`src/rtl/header.sv`:
```
//------------------------------------------------------------------------------
// header : immediate-generator select codes shared with the datapath
// Rev 1.0 : initial release
//------------------------------------------------------------------------------
`default_nettype none

`ifndef HEADER_SV
`define HEADER_SV
`define IMMGEN_I  3'd0
`define IMMGEN_S  3'd1
`define IMMGEN_SB 3'd2
`define IMMGEN_U  3'd3
`define IMMGEN_UJ 3'd4
`endif

`default_nettype wire

```
`src/rtl/cpu_pkg.sv`:
```
//------------------------------------------------------------------------------
// cpu_pkg : shared types and encodings for the multi-cycle RV32I controller
// Rev 1.0 : initial release
//------------------------------------------------------------------------------
`default_nettype none

package cpu_pkg;

  typedef enum logic [2:0] {
    ST_FETCH  = 3'd0,
    ST_DECODE = 3'd1,
    ST_EXEC   = 3'd2,
    ST_MEM    = 3'd3,
    ST_WB     = 3'd4,
    ST_TRAP   = 3'd5
  } mc_state_t;

  typedef enum logic [3:0] {
    CLS_NONE   = 4'd0,
    CLS_R      = 4'd1,
    CLS_I      = 4'd2,
    CLS_LOAD   = 4'd3,
    CLS_STORE  = 4'd4,
    CLS_BRANCH = 4'd5,
    CLS_JAL    = 4'd6,
    CLS_JALR   = 4'd7,
    CLS_LUI    = 4'd8,
    CLS_AUIPC  = 4'd9
  } instr_cls_t;

  localparam logic [6:0] OPC_R      = 7'b0110011;
  localparam logic [6:0] OPC_IALU   = 7'b0010011;
  localparam logic [6:0] OPC_LOAD   = 7'b0000011;
  localparam logic [6:0] OPC_STORE  = 7'b0100011;
  localparam logic [6:0] OPC_BRANCH = 7'b1100011;
  localparam logic [6:0] OPC_JAL    = 7'b1101111;
  localparam logic [6:0] OPC_JALR   = 7'b1100111;
  localparam logic [6:0] OPC_LUI    = 7'b0110111;
  localparam logic [6:0] OPC_AUIPC  = 7'b0010111;

  localparam logic [1:0] PCSRC_PC4    = 2'd0;
  localparam logic [1:0] PCSRC_ALUOUT = 2'd1;
  localparam logic [1:0] PCSRC_ALU    = 2'd2;

  localparam logic [1:0] ASRC_RS1  = 2'd0;
  localparam logic [1:0] ASRC_PC   = 2'd1;
  localparam logic [1:0] ASRC_ZERO = 2'd2;

  localparam logic [1:0] WBSEL_ALU = 2'd0;
  localparam logic [1:0] WBSEL_MDR = 2'd1;
  localparam logic [1:0] WBSEL_PC4 = 2'd2;

  localparam logic [1:0] ALUOP_ADD   = 2'b00;
  localparam logic [1:0] ALUOP_CMP   = 2'b01;
  localparam logic [1:0] ALUOP_FUNCT = 2'b10;

endpackage

`default_nettype wire

```
`src/rtl/my_opdec.sv`:
```
//------------------------------------------------------------------------------
// my_opdec : opcode -> instruction class, legality and EXEC immediate select
// Rev 1.0 : initial release
//------------------------------------------------------------------------------
`default_nettype none
`ifndef IMMGEN_I
`include "header.sv"
`endif

module my_opdec
  import cpu_pkg::*;
(
  input  logic [6:0] i_opcode,
  output instr_cls_t o_cls,
  output logic       o_legal,
  output logic [2:0] o_imm_sel
);

  always_comb begin
    o_cls     = CLS_NONE;
    o_legal   = 1'b1;
    o_imm_sel = `IMMGEN_I;
    case (i_opcode)
      OPC_R:      o_cls = CLS_R;
      OPC_IALU:   o_cls = CLS_I;
      OPC_LOAD:   o_cls = CLS_LOAD;
      OPC_STORE:  begin o_cls = CLS_STORE;  o_imm_sel = `IMMGEN_S;  end
      OPC_BRANCH: begin o_cls = CLS_BRANCH; o_imm_sel = `IMMGEN_SB; end
      OPC_JAL:    begin o_cls = CLS_JAL;    o_imm_sel = `IMMGEN_UJ; end
      OPC_JALR:   o_cls = CLS_JALR;
      OPC_LUI:    begin o_cls = CLS_LUI;    o_imm_sel = `IMMGEN_U;  end
      OPC_AUIPC:  begin o_cls = CLS_AUIPC;  o_imm_sel = `IMMGEN_U;  end
      default:    o_legal = 1'b0;
    endcase
  end

endmodule

`default_nettype wire

```
`config.mk`:
```
export PLATFORM = sky130hd
export DESIGN_NAME = my_opdec
export DESIGN_NICKNAME = d
export VERILOG_FILES = /design/src/rtl/cpu_pkg.sv /design/src/rtl/my_opdec.sv
export VERILOG_INCLUDE_DIRS = /design/src /design/src/rtl
export SDC_FILE = /design/constraint.sdc
export NUM_CORES = 1
export LEC_CHECK = 0
export BUFFER_PORTS_ARGS = -buffer_cell sky130_fd_sc_hd__buf_2
export CORE_AREA = 5 5 42 44
export DETAILED_ROUTE_END_ITERATION = 8
export DIE_AREA = 0 0 47 49
export GPL_TIMING_DRIVEN = 0
export PLACE_DENSITY = 0.32
export REMOVE_ABC_BUFFERS = 1
export SYNTH_ARGS = -nofsm -noshare
export SYNTH_HDL_FRONTEND = slang
export SYNTH_SLANG_ARGS = --single-unit
```
`constraint.sdc`:
```
create_clock -name vclk -period 1.9
set_input_delay 0.57 -clock vclk [all_inputs]
set_output_delay 0.57 -clock vclk [all_outputs]
set_load 0.03 [all_outputs]
```
==> flow_summary_export.csv, run 1 <==
group,metric,value,unit
run_status,outcome,"finished, violations left",
run_status,violations,"setup timing",
setup_path,start_kind,"input port",
logic_synthesis,synth_cells,31,
logic_synthesis,yosysSeqAreaShare,0,
grt,grt_pass1_vias,229,
logic_synthesis,ys_warn_count,0,
setup_path,critPathKind,"in -> out",
setup_path,required,1330,ps
worst_hold_path,whs_path_depth,3,
worst_hold_path,hp-class,"in -> out",
pwr,p_leak,0.180,nW
logic_synthesis,synth_area,190,µm²
die,die_h,49,µm
job,maxCapViolCount,0,
die,io_pins,15,
sta,period_needed,1900,ps
sta,setup_viol,2,
drt,firstDrtPassIters,4,
logic_synthesis,postSynthAreaPerCell,6.13,µm²
logic_synthesis,yosysUniqueCellTypes,20,
drt,drtIter0Drc,3,
final_layout,nFlopsAndLatches,0,
setup_path,critPathMaxFanout,7,
grt,grt_max_degree,9,
drt,num_vias,277,
die,dieArea,0.00230,mm²
setup_path,cp.arrival,1330,ps
grt,grt-ovfl-total,0,
sta,final_max_slew_viol_count,0,
sta,fin_ws,-4.13,ps
final_layout,drive_gt1_frac,0.625,
grt,grt_first_pass_wirelength,993,µm
place,gp_congestion,0.652,
sta,fin_crit_sh,1.00,
die,die_w,47,µm
sta,final.setup.tns,-6.53,ps
sta,fmax,0.525,GHz
die,core_area,0.00140,mm²
die,initial_core_util,0.136,
final_layout,nets,57,
drt,wl_per_cell,9.89,µm
final_layout,fill_cells,162,
grt,antenna_found_initial,0,
final_layout,seqCellArea,0,µm²
final_layout,final_core_util,0.294,
sta,hold_violations,0,
setup_path,critPathCaptureType,"primary output",
sta,hold_ws,1450,ps
grt,grt_use_total,0.0526,
pwr,power.density,183,mW/mm²
die,rows,14,
final_layout,area_growth,116,%
place,port_buffers,15,
sta,slew-limit-headroom,0.882,
final_layout,diodes,0,
drt,drt-total-wl,633,µm
sta,rsz0062_at_grt,"true",
drt,drc_errors,0,
place,dp_hpwl,487,µm
final_layout,clkbuf_count,0,
sta,worstMarginPinSlew,173,ps
drt,viasPerCell,4.33,
drt,antenna_left,0,
pwr,peakVddDrop,0.0500,mV
[worst max-delay path, cell delays in order]
cell,delay [ps]
buf_12,110
nand2b_4,130
or2_1,220
a21oi_1,130
buf_4,170
[power by group]
group / total (mW) / leakage (nW) / internal, mW / switching (mW)
clock network: 0 / 0 / 0 / 0
registers: 0 / 0 / 0 / 0
logic: 0.0753 / 0.180 / 0.0406 / 0.0347
[area by class of cell]
class,count,area (µm²),area share
multi-input combinational,29,219,0.532
tap,16,20.0,0.0486
timing repair buffer,19,173,0.419
[cells in the mapped netlist]
library cell,instances,area [µm²]
a21oi_1,2,10.0
nor2_1,6,22.5
nand4bb_1,1,11.3
or3_1,1,6.26
mux2i_1,1,10.0
xnor2_1,1,8.76
nand2_1,4,15.0
nor3_1,2,10.0
nand2_2,1,6.26
or2_2,1,6.26
or2_1,1,6.26
a21oi_2,1,8.76
and2b_2,1,8.76
a32oi_1,1,8.76
buf_4,1,7.51
nand2b_1,2,12.5
nand3_1,1,5.00
nor2b_1,1,6.26
a2bb2oi_1,1,8.76
buf_6,1,11.3
[metrics by stage]
stage / power (mW) / instance area, µm² / std cells / setup slack (ps)
finish: 0.0753 / 412 / 64 / -4.13
CTS: 0.0659 / 364 / 63 / -20.0
detailed placement: 0.0478 / 267 / 60 / -166
global placement: 0.0482 / 267 / 60 / -199
floorplan: 0.0269 / 171 / 29 / -327
global route: 0.0811 / 412 / 64 / -38.3
[logic make-up after synthesis]
kind of cell           synth area share
AND/OR/NAND/NOR                   0.612
XOR/XNOR                         0.0461
buffers and inverters            0.0987
multiplexers                     0.0526
AO/OA/AOI/OAI                     0.191
[layer usage]
metal	track usage	part of all wire
met1	0.0891	0.43
met5	0	0
met4	0	0
met2	0.0769	0.48
met3	0	0.084
[cell usage in the layout, fill, tap and decap left out, types with 2 or more instances in the layout]
cell type,instances
nand2_4,2
a21oi_1,2
nand2_1,3
buf_2,2
nor2_1,6
buf_4,10
nor3_2,2
buf_6,6
[worst paths after layout]
| kind | startpoint | end | slack (ps) |
|---|---|---|---|
| hold / removal | i_opcode[6] | o_imm_sel[0] | 1450 |
| setup / recovery | i_opcode[4] | o_cls[1] | -4 |
[repair_timing]
action | 4_1_cts | 5_1_grt
hold buffers | 0 | 0
pin swaps | 3 | 7
setup endpoints to repair | 8 | 8
buffers inserted | 3 | 1
resized for setup | 22 | 11
No activity file was read; power rests on OpenSTA's default activity.
==> inputs of run 2 (changes only) <==
--- a/config.mk
+++ b/config.mk
@@ -13,6 +13,7 @@
 export GPL_TIMING_DRIVEN = 0
 export PLACE_DENSITY = 0.32
 export REMOVE_ABC_BUFFERS = 1
+export SETUP_SLACK_MARGIN = 0.2
 export SYNTH_ARGS = -nofsm -noshare
 export SYNTH_HDL_FRONTEND = slang
 export SYNTH_SLANG_ARGS = --single-unit
==> constraint.sdc (replaced) <==
create_clock -name vclk -period 1.9
set_input_delay 0.38 -clock vclk [all_inputs]
set_output_delay 0.38 -clock vclk [all_outputs]
set_load 0.03 [all_outputs]
==> run 2 against run 1 <==
  * The run now ends clean
  * Hold slack worse by 330 ps
  * Sequential share of layout area unchanged
  * Cell count down 6.3%
  * Die area stayed put
  * Largest cell class unchanged
==> flow_summary_export.csv, run 2 (same netlist as run 1, synthesis figures left out) <==
group,metric,value,unit
sta,rsz0062_at_grt,"false",
die,initial_core_util,0.136,
cts,cts.repair.resized,0,
final_layout,nets,53,
sta,setup_viol,0,
sta,hold_violations,0,
final_layout,clkbuf_count,0,
drt,drt-total-wl,581,µm
setup_path,slowest_delay,250,ps
place,dp_hpwl,487,µm
drt,firstDrtPassIters,1,
setup_path,required,1520,ps
setup_path,critPathKind,"in -> out",
final_layout,fill_cells,172,
pwr,switchingPower,28.3,µW
setup_path,crit_buf_inv,2,
die,core_area,0.00140,mm²
drt,drtIter0Drc,0,
setup_path,critPathMaxFanout,8,
setup_path,cp.arrival,1270,ps
sta,fmax,0.607,GHz
pwr,p_clk_frac,0,
final_layout,diodes,0,
die,io_pins,15,
setup_path,start_kind,"input port",
worst_hold_path,hp-class,"in -> out",
sta,fin_crit_sh,0.868,
sta,final_max_slew_viol_count,0,
drt,wl_met3,49,µm
pwr,combPwrFrac,1.000,
grt,antenna_found_initial,0,
setup_path,path_cells,"buf_2 -> nand2b_1 -> or2_1 -> a21oi_1 -> buf_2",
pwr,p_leak,0.125,nW
setup_path,cp_top_family,"simple AND/OR/NAND/NOR gates",
drt,viasPerCell,4.37,
pwr,power.density,177,mW/mm²
drt,wl_per_cell,9.68,µm
grt,grt_pass1_vias,218,
pwr,swShare,0.589,
sta,final.setup.tns,0,ps
die,rows,14,
place,post-place-cells,60,
final_layout,fin_cells,60,
setup_path,critPathCaptureType,"primary output",
drt,num_vias,262,
place,port_buffers,15,
grt,grt_first_pass_wirelength,910,µm
sta,worstMarginPinSlew,197,ps
pwr,seq_power_share,0,
grt,grt-ovfl-total,0,
drt,drc_errors,0,
final_layout,final_cell_mix,"buf_2 (14), nor2_1 (6), nand2_1 (4)",
drt,wl_met1,276,µm
grt,grt_max_degree,9,
drt,maxUsedRoutingLayer,"met3",
final_layout,nFlopsAndLatches,0,
final_layout,final_common_cell,"buf_2",
worst_hold_path,whs_path_depth,4,
drt,antenna_left,0,
sta,period_needed,1650,ps
setup_path,path_common_cell,"buf_2",
final_layout,seqCellArea,0,µm²
die,die_h,49,µm
place,gp_congestion,0.652,
final_layout,drive_gt1_frac,0.432,
pwr,peakVddDrop,0.0370,mV
run_status,outcome,"completed",
setup_path,cp_slowest_cell,"or2_1",
worst_hold_path,hold_start,"i_opcode[0]",
final_layout,area_growth,42.8,%
grt,grt_use_total,0.0477,
worst_hold_path,hold_end,"o_imm_sel[2]",
pwr,p_int,19.8,µW
cts,cts-hold-fix-buffers,0,
drt,wl_met2,256,µm
job,maxCapViolCount,0,
sta,slew-limit-headroom,0.868,
cts,cts_setup_buffers,0,
die,dieArea,0.00230,mm²
die,die_w,47,µm
-- run 2: per-layer routing --
metal	vias to the layer above	global-route usage
met5	-	0
met4	0	0
met3	0	0.00369
met2	10	0.0701
met1	116	0.0783
li1	136	-
-- run 2: stage by stage --
| stage | area [µm²] | hold slack [ps] | total power, mW | setup WS (ps) | util |
|---|---|---|---|---|---|
| after detailed placement | 267 | 1120 | 0.0478 | 214 | 0.190 |
| after global routing | 272 | 1130 | 0.0533 | 206 | 0.194 |
| after floorplan | 171 | 882 | 0.0269 | 53.2 | - |
| after CTS | 267 | 1120 | 0.0480 | 211 | 0.190 |
| after global placement | 267 | 1120 | 0.0482 | 181 | 0.190 |
| final | 272 | 1120 | 0.0481 | 252 | 0.194 |
-- run 2: final cells by class --
type	count	area, µm²	area share
repair buffers	15	77.6	0.286
multi-input cells	29	174	0.641
well taps	16	20.0	0.0737
-- run 2: power by group through the flow --
stage	registers, mW	clock network (mW)	logic [mW]
after floorplan	0	0	0.0269
after global placement	0	0	0.0482
after detailed placement	0	0	0.0478
after CTS	0	0	0.0480
after global routing	0	0	0.0533
final	0	0	0.0481
-- run 2: worst max path at each step --
stage	start	endpoint	slack, ps	cells after the start
after floorplan	i_opcode[1]	o_imm_sel[0]	50	3
after global placement	i_opcode[1]	o_imm_sel[0]	180	5
after detailed placement	i_opcode[1]	o_imm_sel[0]	210	5
after CTS	i_opcode[1]	o_imm_sel[0]	210	5
after global routing	i_opcode[4]	o_cls[1]	210	5
final	i_opcode[4]	o_cls[1]	250	5
==> inputs of run 3 (changes only) <==
--- a/config.mk
+++ b/config.mk
@@ -11,7 +11,6 @@
 export DETAILED_ROUTE_END_ITERATION = 8
 export DIE_AREA = 0 0 47 49
 export GPL_TIMING_DRIVEN = 0
-export PLACE_DENSITY = 0.32
 export REMOVE_ABC_BUFFERS = 1
 export SETUP_SLACK_MARGIN = 0.2
 export SYNTH_ARGS = -nofsm -noshare
==> run 3 against run 2 <==
  * Critical path depth unchanged
  * Core utilization is 0.36 points higher
  * Via count is 0.38% higher
==> flow_summary_export.csv, run 3 (same netlist as run 1, synthesis figures left out) <==
group,metric,value,unit
final_layout,area_growth,45.4,%
place,post-place-cells,60,
sta,final.setup.tns,0,ps
setup_path,path_cells,"buf_2 -> nand2b_1 -> or2_1 -> a21oi_1 -> buf_2",
pwr,total_power,48.0,µW
drt,drc_errors,0,
drt,antenna_left,0,
setup_path,crit_buf_inv,2,
drt,firstDrtPassIters,4,
place,gp_congestion,0.738,
final_layout,final_core_util,0.197,
pwr,p_leak,0.124,nW
setup_path,cp_slowest_cell,"or2_1",
setup_path,required,1520,ps
sta,slew-limit-headroom,0.874,
die,rows,14,
final_layout,final_cell_mix,"buf_2 (13), nor2_1 (6), nand2_1 (4)",
die,core_area,0.00140,mm²
job,maxCapViolCount,0,
pwr,power.density,173,mW/mm²
final_layout,seqCellArea,0,µm²
cts,cts_setup_buffers,0,
sta,period_needed,1640,ps
drt,drtIter0Drc,8,
drt,num_vias,263,
grt,grt_first_pass_wirelength,883,µm
grt,grt_max_degree,9,
setup_path,critPathKind,"in -> out",
final_layout,clkbuf_count,0,
run_status,outcome,"completed",
place,port_buffers,15,
final_layout,nFlopsAndLatches,0,
final_layout,fin_area,277,µm²
die,dieArea,0.00230,mm²
drt,drt-total-wl,562,µm
grt,grt-ovfl-total,0,
sta,fin_crit_sh,0.863,
final_layout,final_common_cell,"buf_2",
final_layout,diodes,0,
worst_hold_path,hp-class,"in -> out",
grt,grt_use_total,0.0463,
final_layout,drive_gt1_frac,0.455,
sta,hold_violations,0,
sta,rsz0062_at_grt,"false",
grt,grt_pass1_vias,225,
die,die_w,47,µm
setup_path,critPathCaptureType,"primary output",
die,io_pins,15,
setup_path,path_common_cell,"buf_2",
final_layout,fin_cells,60,
place,dp_hpwl,466,µm
die,die_h,49,µm
place,dpl_cell_area,267,µm²
setup_path,cp_top_family,"simple AND/OR/NAND/NOR gates",
grt,antenna_found_initial,0,
sta,final_max_slew_viol_count,0,
die,initial_core_util,0.136,
setup_path,start_kind,"input port",
sta,worstMarginPinSlew,183,ps
sta,fmax,0.610,GHz
setup_path,slowest_delay,240,ps
sta,setup_viol,0,
pwr,peakVddDrop,0.0230,mV
drt,viasPerCell,4.38,
final_layout,nets,53,
drt,wl_per_cell,9.37,µm
setup_path,critPathMaxFanout,8,
setup_path,cp.arrival,1260,ps
cts,cts-hold-fix-buffers,0,
[run 3: changes by cell type in the layout (fill, tap and decap cells not counted)]
cell and delta:
or2_2 +1, nor3_2 +1, or2_4 -1, buf_2 -1
buf_4 +1, nor3_1 -1
[run 3: cell type report]
| type | instances | area [µm²] |
|---|---|---|
| Fill cell | 171 | 1120 |
| Tap cell | 16 | 20.0 |
| Timing Repair Buffer | 15 | 80.1 |
| Multi-Input combinational cell | 29 | 176 |
[run 3: metal layers]
| metal | global-route usage | vias up | part of all wire |
|---|---|---|---|
| li1 | - | 132 | - |
| met1 | 0.0565 | 118 | 0.38 |
| met2 | 0.0905 | 13 | 0.51 |
| met3 | 0 | 0 | 0.11 |
| met4 | 0 | 0 | 0 |
| met5 | 0 | - | 0 |
[run 3: tightest hold or removal path: stages]
cell	delay, ps
buf_2	100
nand3_1	60
nor2_1	40
buf_2	160
[run 3: path summary, 6_finish.rpt]
path / from / endpoint / cells past startpoint / slack (ps)
worst max-delay path: i_opcode[4] / o_cls[1] / 5 / 260
worst min-delay path: i_opcode[0] / o_imm_sel[2] / 4 / 1120
[run 3: repair_timing]
item	4_1_cts	5_1_grt
endpoints found under the hold margin	0	0
resized for setup	0	4
endpoints found under the setup margin	0	2
[run 3: report_power, final]
| group | internal [mW] | switching, mW |
|---|---|---|
| clock network | 0 | 0 |
| registers | 0 | 0 |
| logic | 0.0196 | 0.0284 |
| total | 0.0196 | 0.0284 |
[run 3: stage by stage]
stage / worst slack, ps / hold WS (ps)
after global routing: 202 / 1150
after floorplan: 53.2 / 882
after detailed placement: 232 / 1120
after CTS: 228 / 1120
final: 259 / 1120
after global placement: 225 / 1120
